===== config.mk =====
export PLATFORM = sky130hd
export DESIGN_NAME = adder_tree_scheduler
export DESIGN_NICKNAME = d
export VERILOG_FILES = /design/src/rtl/adder_tree_pkg.sv /design/src/rtl/DelayNUnit.sv /design/src/rtl/adder_tree_scheduler.sv
export SDC_FILE = /design/constraint.sdc
export NUM_CORES = 1
export LEC_CHECK = 0
export ABC_AREA = 1
export BUFFER_PORTS_ARGS = -buffer_cell sky130_fd_sc_hd__buf_2
export CORE_MARGIN = 10
export CORE_UTILIZATION = 30
export DETAILED_ROUTE_END_ITERATION = 8
export PLACE_DENSITY_LB_ADDON = 0.2
export SKIP_CTS_REPAIR_TIMING = 1
export SKIP_LAST_GASP = 1
export SLEW_MARGIN = 10
export SYNTH_ARGS = -nofsm -noshare
export SYNTH_HDL_FRONTEND = slang
export SYNTH_HIERARCHICAL = 1
export SYNTH_SLANG_ARGS = --single-unit

===== constraint.sdc =====
create_clock -name clk -period 2.27 [get_ports clk]
set_input_delay 0.3405 -clock clk [delete_from_list [all_inputs] [get_ports clk]]
set_output_delay 0.3405 -clock clk [all_outputs]
set_load 0.01 [all_outputs]

===== src/rtl/adder_tree_pkg.sv =====
// Shared definitions for the adder tree scheduler.
// Holds the FSM state encoding and a helper that derives the tree pipeline latency.
package adder_tree_pkg;

  typedef enum logic [1:0] {
    ST_IDLE  = 2'd0,
    ST_ISSUE = 2'd1,
    ST_DRAIN = 2'd2,
    ST_HOLD  = 2'd3
  } state_e;

  // A LEN-input tree has clog2(LEN) adder levels; levels at or beyond
  // piping_start_stage carry a pipeline register.
  function automatic int tree_lat_f(input int len, input int piping_start_stage);
    int levels;
    levels = (len > 1) ? $clog2(len) : 0;
    if (levels > piping_start_stage) begin
      return levels - piping_start_stage;
    end
    return 0;
  endfunction

endpackage


===== src/rtl/DelayNUnit.sv =====
// Fixed-depth shift register with synchronous clear.
// Every stage is cleared by reset so nothing in flight survives it.
module DelayNUnit #(
  parameter int WIDTH = 1,
  parameter int DEPTH = 1
) (
  input  logic             clk,
  input  logic             reset,
  input  logic [WIDTH-1:0] din,
  output logic [WIDTH-1:0] dout
);

  logic [WIDTH-1:0] stage_q [DEPTH];
  logic [WIDTH-1:0] stage_d [DEPTH];

  genvar gi;
  generate
    for (gi = 0; gi < DEPTH; gi++) begin : g_stage
      if (gi == 0) begin : g_head
        assign stage_d[gi] = din;
      end else begin : g_tail
        assign stage_d[gi] = stage_q[gi-1];
      end
    end
  endgenerate

  always_ff @(posedge clk) begin
    for (int i = 0; i < DEPTH; i++) begin
      if (reset) begin
        stage_q[i] <= '0;
      end else begin
        stage_q[i] <= stage_d[i];
      end
    end
  end

  assign dout = stage_q[DEPTH-1];

endmodule


===== src/rtl/adder_tree_scheduler.sv =====
// Sequences CHUNKS chunks through a pipelined adder tree and accumulates the
// returned partial sums into one job result, held until the consumer takes it.
module adder_tree_scheduler
  import adder_tree_pkg::*;
#(
  parameter int WIDTH    = 16,
  parameter int CHUNKS   = 4,
  parameter int TREE_LAT = 2,
  localparam int SEL_W   = (CHUNKS > 1) ? $clog2(CHUNKS) : 1
) (
  input  logic             clk,
  input  logic             reset,
  input  logic             start,
  input  logic             feed_ok,
  input  logic [WIDTH-1:0] tree_sum,
  input  logic             out_ready,
  output logic [SEL_W-1:0] chunk_sel,
  output logic             chunk_valid,
  output logic             busy,
  output logic [WIDTH-1:0] acc_out,
  output logic             out_valid
);

  localparam logic [SEL_W-1:0] LAST_IDX = SEL_W'(CHUNKS - 1);

  state_e           state_q, state_d;
  logic [SEL_W-1:0] sel_q, sel_d;
  logic [SEL_W-1:0] ret_cnt_q, ret_cnt_d;
  logic [WIDTH-1:0] acc_q, acc_d;
  logic             out_valid_q, out_valid_d;
  logic             busy_q, busy_d;
  logic             ret_valid;
  logic             ret_take;
  logic             last_ret;

  assign chunk_valid = (state_q == ST_ISSUE) && feed_ok;

  // The valid bit travels alongside the data through the tree.
  generate
    if (TREE_LAT > 0) begin : g_delay
      DelayNUnit #(
        .WIDTH(1),
        .DEPTH(TREE_LAT)
      ) u_valid_delay (
        .clk  (clk),
        .reset(reset),
        .din  (chunk_valid),
        .dout (ret_valid)
      );
    end else begin : g_bypass
      assign ret_valid = chunk_valid;
    end
  endgenerate

  // Returns only count while a job is active, so stray valids in IDLE/HOLD are inert.
  assign ret_take = ret_valid && ((state_q == ST_ISSUE) || (state_q == ST_DRAIN));
  assign last_ret = ret_take && (ret_cnt_q == LAST_IDX);

  always_comb begin
    state_d   = state_q;
    sel_d     = sel_q;
    ret_cnt_d = ret_cnt_q;
    acc_d     = acc_q;

    if (ret_take) begin
      acc_d     = (ret_cnt_q == '0) ? tree_sum : acc_q + tree_sum;
      ret_cnt_d = ret_cnt_q + SEL_W'(1);
    end

    case (state_q)
      ST_IDLE: begin
        if (start) begin
          state_d   = ST_ISSUE;
          sel_d     = '0;
          ret_cnt_d = '0;
          acc_d     = '0;
        end
      end
      ST_ISSUE: begin
        if (chunk_valid) begin
          if (sel_q == LAST_IDX) begin
            sel_d   = '0;
            // With no tree latency the final sum returns alongside the final issue.
            state_d = last_ret ? ST_HOLD : ST_DRAIN;
          end else begin
            sel_d = sel_q + SEL_W'(1);
          end
        end
      end
      ST_DRAIN: begin
        if (last_ret) begin
          state_d = ST_HOLD;
        end
      end
      ST_HOLD: begin
        if (out_ready) begin
          state_d = ST_IDLE;
        end
      end
      default: state_d = ST_IDLE;
    endcase

    out_valid_d = (state_d == ST_HOLD);
    busy_d      = (state_d != ST_IDLE);
  end

  always_ff @(posedge clk) begin
    if (reset) begin
      state_q     <= ST_IDLE;
      sel_q       <= '0;
      ret_cnt_q   <= '0;
      acc_q       <= '0;
      out_valid_q <= 1'b0;
      busy_q      <= 1'b0;
    end else begin
      state_q     <= state_d;
      sel_q       <= sel_d;
      ret_cnt_q   <= ret_cnt_d;
      acc_q       <= acc_d;
      out_valid_q <= out_valid_d;
      busy_q      <= busy_d;
    end
  end

  assign chunk_sel = sel_q;
  assign acc_out   = acc_q;
  assign out_valid = out_valid_q;
  assign busy      = busy_q;

endmodule


==> results of run 1 <==
[critical path, stage by stage, from the launching register on]
cell,delay [ps]
sky130_fd_sc_hd__dfxtp_1,400
sky130_fd_sc_hd__inv_1,110
sky130_fd_sc_hd__ha_1,260
sky130_fd_sc_hd__nand2_1,100
sky130_fd_sc_hd__nand2_1,110
sky130_fd_sc_hd__inv_1,420
sky130_fd_sc_hd__o21ai_0,220
sky130_fd_sc_hd__a21oi_2,140
[cell usage after synthesis, drive strengths merged]
cell type / n / area [um2]
nor3: 3 / 15.0
nand2: 90 / 345
nand4: 1 / 6.26
ha: 22 / 275
a21oi: 43 / 223
o21bai: 1 / 11.3
or2: 3 / 18.8
fa: 1 / 20.0
buf: 4 / 28.8
dfxtp: 26 / 521
o21ai: 24 / 120
a211oi: 1 / 7.51
xor2: 3 / 26.3
clkbuf: 3 / 11.3
nand3: 19 / 105
nor2: 27 / 111
inv: 55 / 206
and2: 1 / 8.76
clkinv: 1 / 3.75
nand3b: 3 / 22.5
xnor2: 3 / 26.3
[power breakdown]
group          total [mW]  switching, mW  internal, mW
sequential          0.473        0.00670         0.466
combinational       0.164          0.102        0.0617
clock               0.418          0.182         0.237
[state kept, by name (all words and copies together) (netlist names)]
| name | count |
|---|---|
| acc_out | 16 |
| state_q | 2 |
| chunk_sel | 2 |
| out_valid | 1 |
| busy | 1 |
| ret_cnt_q | 2 |
| g_delay.u_valid_delay/stage_q | 2 |
[worst paths after layout]
| path | cells after the start | end | slack, ps |
|---|---|---|---|
| min reg2reg | 2 | g_delay.u_valid_delay/stage_q[1]$_SDFF_PP0_ | 410 |
| max | 7 | acc_out[8]$_SDFF_PP0_ | 460 |
| min | 2 | state_q[1]$_SDFF_PP0_ | 300 |
| max reg2reg | 7 | acc_out[8]$_SDFF_PP0_ | 460 |
[logic make-up after synthesis]
logic type | count (synthesis) | synth area share, %
and+or+nand+nor | 147 | 30.0
adders and majority gates | 23 | 14.0
DFF | 26 | 24.6
xor gates and xnor gates | 6 | 2.49
buffers and inverters | 63 | 11.8
AOI/OAI and AO/OA | 69 | 17.1
[through the flow]
stage                     cells  worst slack (ps)  power, mW
final                       472               456       1.05
after global routing        472               203       1.10
after CTS                   472               451       1.06
after detailed placement    468               359      0.648
after global placement      468               389      0.648
after floorplan             334               608      0.589
[routing by layer]
layer	GRT usage (%)	wire length, um	vias to the layer above
met2	18.0	2610	43
met4	3.28	75	0
met3	2.23	268	5
met1	13.3	2750	933
li1	-	-	1151
met5	0	0	-
[final cells by class]
cell class                 count  area (um2)  share of cell area (%)
timing repair buffer          45         235                    9.41
clock buffer                   3        41.3                    1.65
multi-input combinational    245        1340                    53.7
inverter                      56         210                    8.41
tap                           96         120                    4.80
sequential                    26         520                    20.8
clock inverter                 1        30.0                    1.20
==> flow_metrics.py, run 1 <==
metrics = {
    "run_status": {
        "outcome": "finished, final reports clean",
    },
    "final_layout": {
        "layout.filler_cells": 778,
        "final_cell_mix": "87 x sky130_fd_sc_hd__nand2_1, 50 x sky130_fd_sc_hd__inv_1, 41 x sky130_fd_sc_hd__a21oi_1, 41 x sky130_fd_sc_hd__buf_2, 26 x sky130_fd_sc_hd__dfxtp_1",
        "num_antenna_cells": 0,
        "final_net_count": 421,
        "layout_commonest_cell": "sky130_fd_sc_hd__nand2_1",
        "utilization_pct": 36.6,
        "layout-drive-gt1-share_pct": 17.3,
        "post-route-cell-area_um2": 2500,
        "area_growth_syn_to_fin_pct": 18.3,
    },
    "sta": {
        "timing.final.crit_share_pct": 79.9,
        "hold_violations": 0,
        "timing.slew.headroom_pct": 64.1,
        "maxClockFrequency_mhz": 551,
        "post-route-min-period_ps": 1810,
        "setup_violations_final": 0,
        "timing.setup.tns_ps": 0,
        "grt_setup_unrepaired": "false",
        "timing.final.max_slew_violations": 0,
        "worst_tran_pin_value_ps": 538,
        "skew_ps": 12.1,
        "hold-worst-slack_ps": 301,
    },
    "clock_network": {
        "tritoncts_clock_tree": "built",
        "clk_root_buffer_cell": "sky130_fd_sc_hd__clkbuf_8",
        "worst_skew_pair.late_latency_ps": 290,
        "max-clock-path-buffers": 2,
        "cts.clk_slew.worst_paths_ps": 100,
        "clock_sinks": 26,
        "numCtsBuffers": 3,
        "htreeDepth": 1,
    },
    "synth": {
        "syn_avg_cell_area_um2": 6.33,
        "post_synth_instance_area_um2": 2110,
        "synthesis.nets": 378,
        "ys_seq_elements": 26,
        "yosysSeqAreaShare_pct": 24.6,
        "synth_cells": 334,
        "count_of_unique_library_cells_instantiated_by_yosys": 31,
        "synth_warnings": 6,
    },
    "power": {
        "total_leakage_power_nw": 1.35,
        "power_density_nw_per_um2": 422,
        "worst_ir_drop_vdd_v": 0.000196,
    },
    "global_routing": {
        "overflow": 0,
        "grt.total_usage_pct": 10.7,
        "wire_length_of_the_first_global_routing_pass_um": 9830,
        "via_count_of_the_first_global_routing_pass": 2073,
        "grt_max_degree": 20,
        "antenna_found_initial": 0,
    },
    "critical_path": {
        "crit_type": "reg2reg",
        "worst_setup_path_startpoint": "state_q[0]$_SDFF_PP0_",
        "worst-path-max-fanout": 15,
        "setup.worst_path.end_class": "flip-flop",
        "worstPathRequired_ps": 2500,
        "critical_register_to_register_path_startpoint": "state_q[0]$_SDFF_PP0_",
        "setup.worst_path.start_class": "flip-flop",
        "critical_path_arrival_ps": 2040,
    },
    "drt": {
        "detail_route.drc_violations": 0,
        "drt-total-wl_um": 5700,
        "route.vias.total": 2132,
        "vias_per_cell": 4.52,
        "drt_pre_antenna_iters": 4,
        "route.antenna.remaining_nets": 0,
        "initialDrtViolationCount": 58,
        "routed_wire_length_per_instance_um": 12.1,
    },
    "place": {
        "place.port_buffers": 41,
        "gp_routability_congestion": 0.835,
        "placement.cell_area_um2": 2430,
        "dp_hpwl_um": 4510,
    },
    "floorplanning": {
        "initial_utilization_pct": 30.9,
        "dieWidth_um": 104,
        "die-height_um": 104,
        "placementRows": 30,
        "core_area_um2": 6830,
        "floorplan.die_area_um2": 10800,
        "ios": 42,
    },
    "run": {
        "max-cap-violations": 0,
    },
    "worst_hold_path": {
        "worstHoldPathType": "in2reg",
        "hold_path_startpoint": "reset",
    },
}
Note: power is estimated with default switching activity, not from simulation.
==> run 2, diff against run 1 <==
Clock period 2.27 ns to 1.6 ns, I/O delays scaled along.
==> flow_metrics.py, run 2 (synthesis results as in run 1) <==
metrics = {
    "run_status": {
        "outcome": "finished, violations left",
        "violations": "negative setup slack",
    },
    "critical_path": {
        "crit_type": "reg2reg",
        "critical_path.reg2reg.endpoint": "acc_out[12]$_SDFF_PP0_",
        "setup.worst_path.end_class": "flip-flop",
        "r2r.worst_path.cells": 10,
        "setup.worst_path.start_class": "flip-flop",
        "worst-path-max-fanout": 3,
        "worstPathRequired_ps": 1830,
        "r2r_setup_slack_ps": -9,
        "critical_path_arrival_ps": 1840,
        "critical_register_to_register_path_startpoint": "acc_out[0]$_SDFF_PP0_",
    },
    "worst_hold_path": {
        "min_delay_path_depth": 2,
        "worstHoldPathType": "in2reg",
        "hold_path_startpoint": "reset",
        "holdPathEnd": "state_q[1]$_SDFF_PP0_",
    },
    "place": {
        "placement.cell_area_um2": 2540,
        "dp_hpwl_um": 4800,
        "gp_routability_congestion": 0.866,
        "place.port_buffers": 41,
        "placed_instances": 481,
    },
    "sta": {
        "grt_setup_unrepaired": "true",
        "setup_violations_final": 1,
        "timing.final.max_slew_violations": 0,
        "post-route-min-period_ps": 1610,
        "final_critical_path_setup_slack_ps": -8.80,
        "timing.final.crit_share_pct": 101,
        "hold-worst-slack_ps": 194,
        "skew_ps": 2.99,
        "maxClockFrequency_mhz": 622,
        "hold_violations": 0,
        "worst_tran_pin_value_ps": 278,
        "timing.slew.headroom_pct": 81.4,
    },
    "floorplanning": {
        "core_area_um2": 6830,
        "initial_utilization_pct": 30.9,
        "floorplan.die_area_um2": 10800,
        "ios": 42,
        "dieWidth_um": 104,
        "die-height_um": 104,
        "placementRows": 30,
    },
    "power": {
        "total_leakage_power_nw": 1.41,
        "post-layout-total-power_mw": 1.54,
        "worst_ir_drop_vdd_v": 0.000338,
        "power_density_nw_per_um2": 547,
    },
    "drt": {
        "route.vias.total": 2204,
        "drt_pre_antenna_iters": 4,
        "detail_route.drc_violations": 0,
        "routed_wire_length_per_instance_um": 13.0,
        "vias_per_cell": 4.54,
        "initialDrtViolationCount": 107,
        "drt-total-wl_um": 6310,
        "route.antenna.remaining_nets": 0,
    },
    "global_routing": {
        "wire_length_of_the_first_global_routing_pass_um": 10100,
        "antenna_found_initial": 0,
        "overflow": 0,
        "via_count_of_the_first_global_routing_pass": 2178,
        "grt.total_usage_pct": 11.0,
        "grt_max_degree": 20,
    },
    "clock_network": {
        "htreeDepth": 1,
        "max-clock-path-buffers": 2,
        "clk_root_buffer_cell": "sky130_fd_sc_hd__clkbuf_8",
        "numCtsBuffers": 3,
        "tritoncts_clock_tree": "built",
        "worst_skew_pair.late_latency_ps": 280,
        "clock_sinks": 26,
        "cts.clk_slew.worst_paths_ps": 100,
    },
    "final_layout": {
        "final_net_count": 434,
        "largest_register_ff_count": 16,
        "layout-drive-gt1-share_pct": 29.6,
        "post_layout_nonfiller_instances": 485,
        "num_antenna_cells": 0,
        "area_growth_syn_to_fin_pct": 33.1,
        "layout_commonest_cell": "sky130_fd_sc_hd__nand2_1",
        "final_cell_mix": "79 x sky130_fd_sc_hd__nand2_1, 48 x sky130_fd_sc_hd__inv_1, 41 x sky130_fd_sc_hd__buf_2",
        "post-route-cell-area_um2": 2810,
    },
    "run": {
        "max-cap-violations": 0,
    },
}
run 2: cell count changes in the layout (fill, tap and decap cells not counted), sizes merged:
cell,previous run,this run
buf,45,58
run 2: how the worst max path moves through the flow:
stage                                       from                endpoint  slack [ps]  cells past startpoint
after floorplan            acc_out[0]$_SDFF_PP0_   acc_out[8]$_SDFF_PP0_          30                     10
after global placement               tree_sum[0]   acc_out[6]$_SDFF_PP0_         -40                     10
after detailed placement             tree_sum[0]  acc_out[14]$_SDFF_PP0_         -70                     12
after CTS                  acc_out[0]$_SDFF_PP0_  acc_out[14]$_SDFF_PP0_         -30                     11
after global routing      acc_out[10]$_SDFF_PP0_  acc_out[15]$_SDFF_PP0_        -100                      9
final                      acc_out[0]$_SDFF_PP0_  acc_out[12]$_SDFF_PP0_          -9                     10
run 2: metrics by stage:
| step | utilization (%) | TNS [ps] | setup slack (ps) |
|---|---|---|---|
| after floorplan | - | 0 | 26.0 |
| after global placement | 37.2 | -172 | -42.8 |
| after detailed placement | 37.2 | -268 | -69.3 |
| after CTS | 38.3 | -68.0 | -32.2 |
| after global routing | 41.2 | -524 | -99.7 |
| final | 41.2 | -8.80 | -8.80 |
run 2: layout make-up:
class	instances	area (um2)
sequential	26	529
inverter	56	210
tap	96	120
clock inverter	1	30.0
multi-input combinational	245	1540
clock buffer	3	41.3
fill	756	4020
timing repair buffer	58	345
run 2: where the power goes:
group | total, mW | internal (mW) | switching [mW]
Sequential | 0.673 | 0.662 | 0.0115
Clock | 0.582 | 0.336 | 0.246
Combinational | 0.283 | 0.121 | 0.162
Total | 1.54 | 1.12 | 0.420
run 2: routing by layer:
metal	GRT usage [%]	wire length (um)	vias to the layer above
met5	0	0	-
met4	3.78	78	0
met3	1.98	185	4
met2	18.6	3030	30
met1	13.6	3020	997
li1	-	-	1173
run 2: worst max-delay path: stages, from the launching register on:
cell and delay (ps):
sky130_fd_sc_hd__dfxtp_2 350, sky130_fd_sc_hd__ha_4 160, sky130_fd_sc_hd__fa_2 340, sky130_fd_sc_hd__nand2_2 70
sky130_fd_sc_hd__nand2_2 50, sky130_fd_sc_hd__and2_4 160, sky130_fd_sc_hd__nand3_2 70, sky130_fd_sc_hd__nand3_1 60
sky130_fd_sc_hd__nand2_1 80, sky130_fd_sc_hd__nand3_2 80, sky130_fd_sc_hd__a21oi_2 130
==> run 3, diff against run 2 <==
Settings changed: SYNTH_HIERARCHICAL 1 to default.
==> flow_metrics.py, run 3 <==
metrics = {
    "final_layout": {
        "utilization_pct": 43.1,
        "multi_input_comb_area_um2": 1650,
        "register_area_um2": 536,
        "layout_commonest_cell": "sky130_fd_sc_hd__nand2_1",
        "area_growth_syn_to_fin_pct": 38.9,
        "largest_register_ff_count": 16,
        "final_cell_mix": "86 x sky130_fd_sc_hd__nand2_1, 50 x sky130_fd_sc_hd__inv_1, 40 x sky130_fd_sc_hd__buf_2",
        "layout.filler_cells": 727,
        "layout-drive-gt1-share_pct": 33.0,
        "final_net_count": 442,
        "num_antenna_cells": 0,
    },
    "synth": {
        "synth.area.top_cells": "sky130_fd_sc_hd__dfxtp_1 24%, sky130_fd_sc_hd__nand2_1 17%, sky130_fd_sc_hd__ha_1 13%",
        "number_of_synthesized_flops_with_an_enable_pin": 0,
        "synth_top_cell_area_share_pct": 24.4,
        "ys_async_sr_fraction_pct": 0,
        "synth_warnings": 0,
        "yosys.area.top_type": "sky130_fd_sc_hd__dfxtp_1",
        "synth.top_cells.by_count": "94 x sky130_fd_sc_hd__nand2_1, 51 x sky130_fd_sc_hd__inv_1, 41 x sky130_fd_sc_hd__a21oi_1",
        "synth_cells": 337,
        "yosysSeqAreaShare_pct": 24.4,
        "syn_avg_cell_area_um2": 6.33,
        "post-synth-top-count-cell": "sky130_fd_sc_hd__nand2_1",
        "count_of_unique_library_cells_instantiated_by_yosys": 28,
        "post_synth_instance_area_um2": 2130,
        "synth-main-ff-cell": "sky130_fd_sc_hd__dfxtp_1",
        "ys_seq_elements": 26,
        "synthesis.nets": 381,
    },
    "floorplanning": {
        "initial_utilization_pct": 31.0,
        "dieWidth_um": 104,
        "die-height_um": 104,
        "floorplan.die_area_um2": 10900,
        "core_area_um2": 6870,
        "placementRows": 30,
        "ios": 42,
    },
    "critical_path": {
        "crit_path_frequent_cell": "sky130_fd_sc_hd__nand3_2",
        "r2r_setup_slack_ps": -4,
        "crit_type": "reg2reg",
        "critical_path_arrival_ps": 1780,
        "setup.worst_path.start_class": "flip-flop",
        "setup.worst_path.end_class": "flip-flop",
        "timing.critical_path.max_delay_family": "adder cells",
        "critical_path.n_buffers_inverters": 0,
        "worst-path-max-fanout": 3,
        "r2r.worst_path.cells": 9,
        "worstPathRequired_ps": 1780,
        "timing.critical_path.cells": "ha_4 -> fa_2 -> nand3_2 -> nand3_4 -> nand2_2 -> a21o_1 -> nand3_2 -> nand2_1 -> a21oi_1",
        "critical_register_to_register_path_startpoint": "acc_out[0]$_SDFF_PP0_",
        "critical_path.reg2reg.endpoint": "acc_out[8]$_SDFF_PP0_",
        "max_stage_delay_ps": 420,
        "worst_path_max_delay_cell": "sky130_fd_sc_hd__fa_2",
    },
    "sta": {
        "skew_ps": 9.90,
        "hold_violations": 0,
        "setup_violations_final": 1,
        "timing.slew.headroom_pct": 83.5,
        "timing.setup.tns_ps": -4.15,
        "hold-worst-slack_ps": 250,
        "worst_tran_pin_value_ps": 247,
        "timing.final.max_slew_violations": 0,
        "final_critical_path_setup_slack_ps": -4.15,
        "post-route-min-period_ps": 1600,
        "maxClockFrequency_mhz": 623,
        "timing.final.crit_share_pct": 100,
        "grt_setup_unrepaired": "true",
    },
    "clock_network": {
        "clk_root_buffer_cell": "sky130_fd_sc_hd__clkbuf_8",
        "cts.clk_slew.worst_paths_ps": 110,
        "clock_sinks": 26,
        "numCtsBuffers": 3,
        "tritoncts_clock_tree": "built",
        "worst_skew_pair.late_latency_ps": 290,
        "max-clock-path-buffers": 2,
        "htreeDepth": 1,
    },
    "power": {
        "internal_power_mw": 1.14,
        "sw_frac_of_total_pct": 28.1,
        "p_switching_mw": 0.444,
        "combinational_share_of_power_pct": 20.5,
        "power_density_nw_per_um2": 533,
        "worst_ir_drop_vdd_v": 0.000275,
        "sequential_share_of_power_pct": 42.4,
        "power.share.clock_pct": 37.1,
        "total_leakage_power_nw": 1.45,
    },
    "drt": {
        "drt_pre_antenna_iters": 4,
        "initialDrtViolationCount": 58,
        "route.antenna.remaining_nets": 0,
        "vias_per_cell": 4.59,
        "routed_wire_length_per_instance_um": 13.0,
        "drt-total-wl_um": 6430,
        "route.vias.total": 2262,
        "detail_route.drc_violations": 0,
    },
    "global_routing": {
        "via_count_of_the_first_global_routing_pass": 2159,
        "wire_length_of_the_first_global_routing_pass_um": 10100,
        "overflow": 0,
        "grt.total_usage_pct": 11.0,
        "grt_max_degree": 16,
        "antenna_found_initial": 0,
    },
    "run_status": {
        "outcome": "finished, violations left",
        "violations": "negative setup slack",
    },
    "worst_hold_path": {
        "min_delay_path_depth": 2,
        "holdPathEnd": "state_q[1]$_SDFF_PP0_",
        "hold_path_startpoint": "reset",
        "worstHoldPathType": "in2reg",
    },
    "place": {
        "dp_hpwl_um": 4900,
        "gp_routability_congestion": 0.814,
        "place.port_buffers": 41,
    },
    "run": {
        "max-cap-violations": 0,
    },
}
[run 3: metal layers]
| metal | global-route usage (%) | share of wire, % |
|---|---|---|
| met4 | 2.98 | 1.0 |
| met5 | 0 | 0 |
| met1 | 13.6 | 45 |
| met2 | 18.7 | 50 |
| met3 | 2.11 | 4.0 |
[run 3: worst max-delay path by stage]
stage,from,endpoint,slack (ps),cells after the start
after floorplan,acc_out[0]$_SDFF_PP0_,acc_out[8]$_SDFF_PP0_,10,9
after global placement,tree_sum[0],acc_out[8]$_SDFF_PP0_,-70,10
after detailed placement,tree_sum[0],acc_out[12]$_SDFF_PP0_,-130,10
after CTS,acc_out[0]$_SDFF_PP0_,acc_out[8]$_SDFF_PP0_,-80,9
after global routing,acc_out[0]$_SDFF_PP0_,acc_out[8]$_SDFF_PP0_,-70,9
final,acc_out[0]$_SDFF_PP0_,acc_out[8]$_SDFF_PP0_,-4,9
[run 3: kinds of logic (layout without fill, tap and decap cells)]
logic type | Yosys count | count (layout) | share of synthesized area, %
AO/OA/AOI/OAI | 69 | 69 | 17.4
XOR/XNOR | 6 | 6 | 2.46
adder cells (fa/ha/maj) | 23 | 23 | 13.8
buffers and inverters | 62 | 122 | 11.4
flip-flops | 26 | 26 | 24.4
AND/OR/NAND/NOR | 151 | 151 | 30.4
[run 3: worst reg2reg max path: stages (launching register included)]
cell and delay [ps]:
sky130_fd_sc_hd__dfxtp_2 350, sky130_fd_sc_hd__ha_4 160, sky130_fd_sc_hd__fa_2 420, sky130_fd_sc_hd__nand3_2 100, sky130_fd_sc_hd__nand3_4 90, sky130_fd_sc_hd__nand2_2 80, sky130_fd_sc_hd__a21o_1 120, sky130_fd_sc_hd__nand3_2 60
sky130_fd_sc_hd__nand2_1 80, sky130_fd_sc_hd__a21oi_1 60
[run 3: cell type report]
cell class | count | area share, %
Clock buffer | 3 | 1.39
Clock inverter | 1 | 1.01
Inverter | 54 | 6.84
Multi-Input combinational cell | 249 | 55.6
Sequential cell | 26 | 18.1
Tap cell | 96 | 4.06
Timing Repair Buffer | 64 | 13.0
[run 3: per-stage QoR]
stage	power, mW	cells	area, um2	setup slack [ps]
CTS	1.55	491	2650	-79.4
detailed placement	0.961	487	2570	-125
finish	1.58	493	2960	-4.15
global route	1.65	493	2960	-71.0
floorplan	0.849	337	2130	11.5
global placement	0.960	487	2570	-74.1
[run 3: power by group through the flow]
stage	Clock [mW]	Combinational, mW	Sequential [mW]
finish	0.586	0.324	0.669
global route	0.618	0.366	0.671
CTS	0.603	0.279	0.669
detailed placement	0	0.277	0.684
global placement	0	0.276	0.684
floorplan	0	0.162	0.687
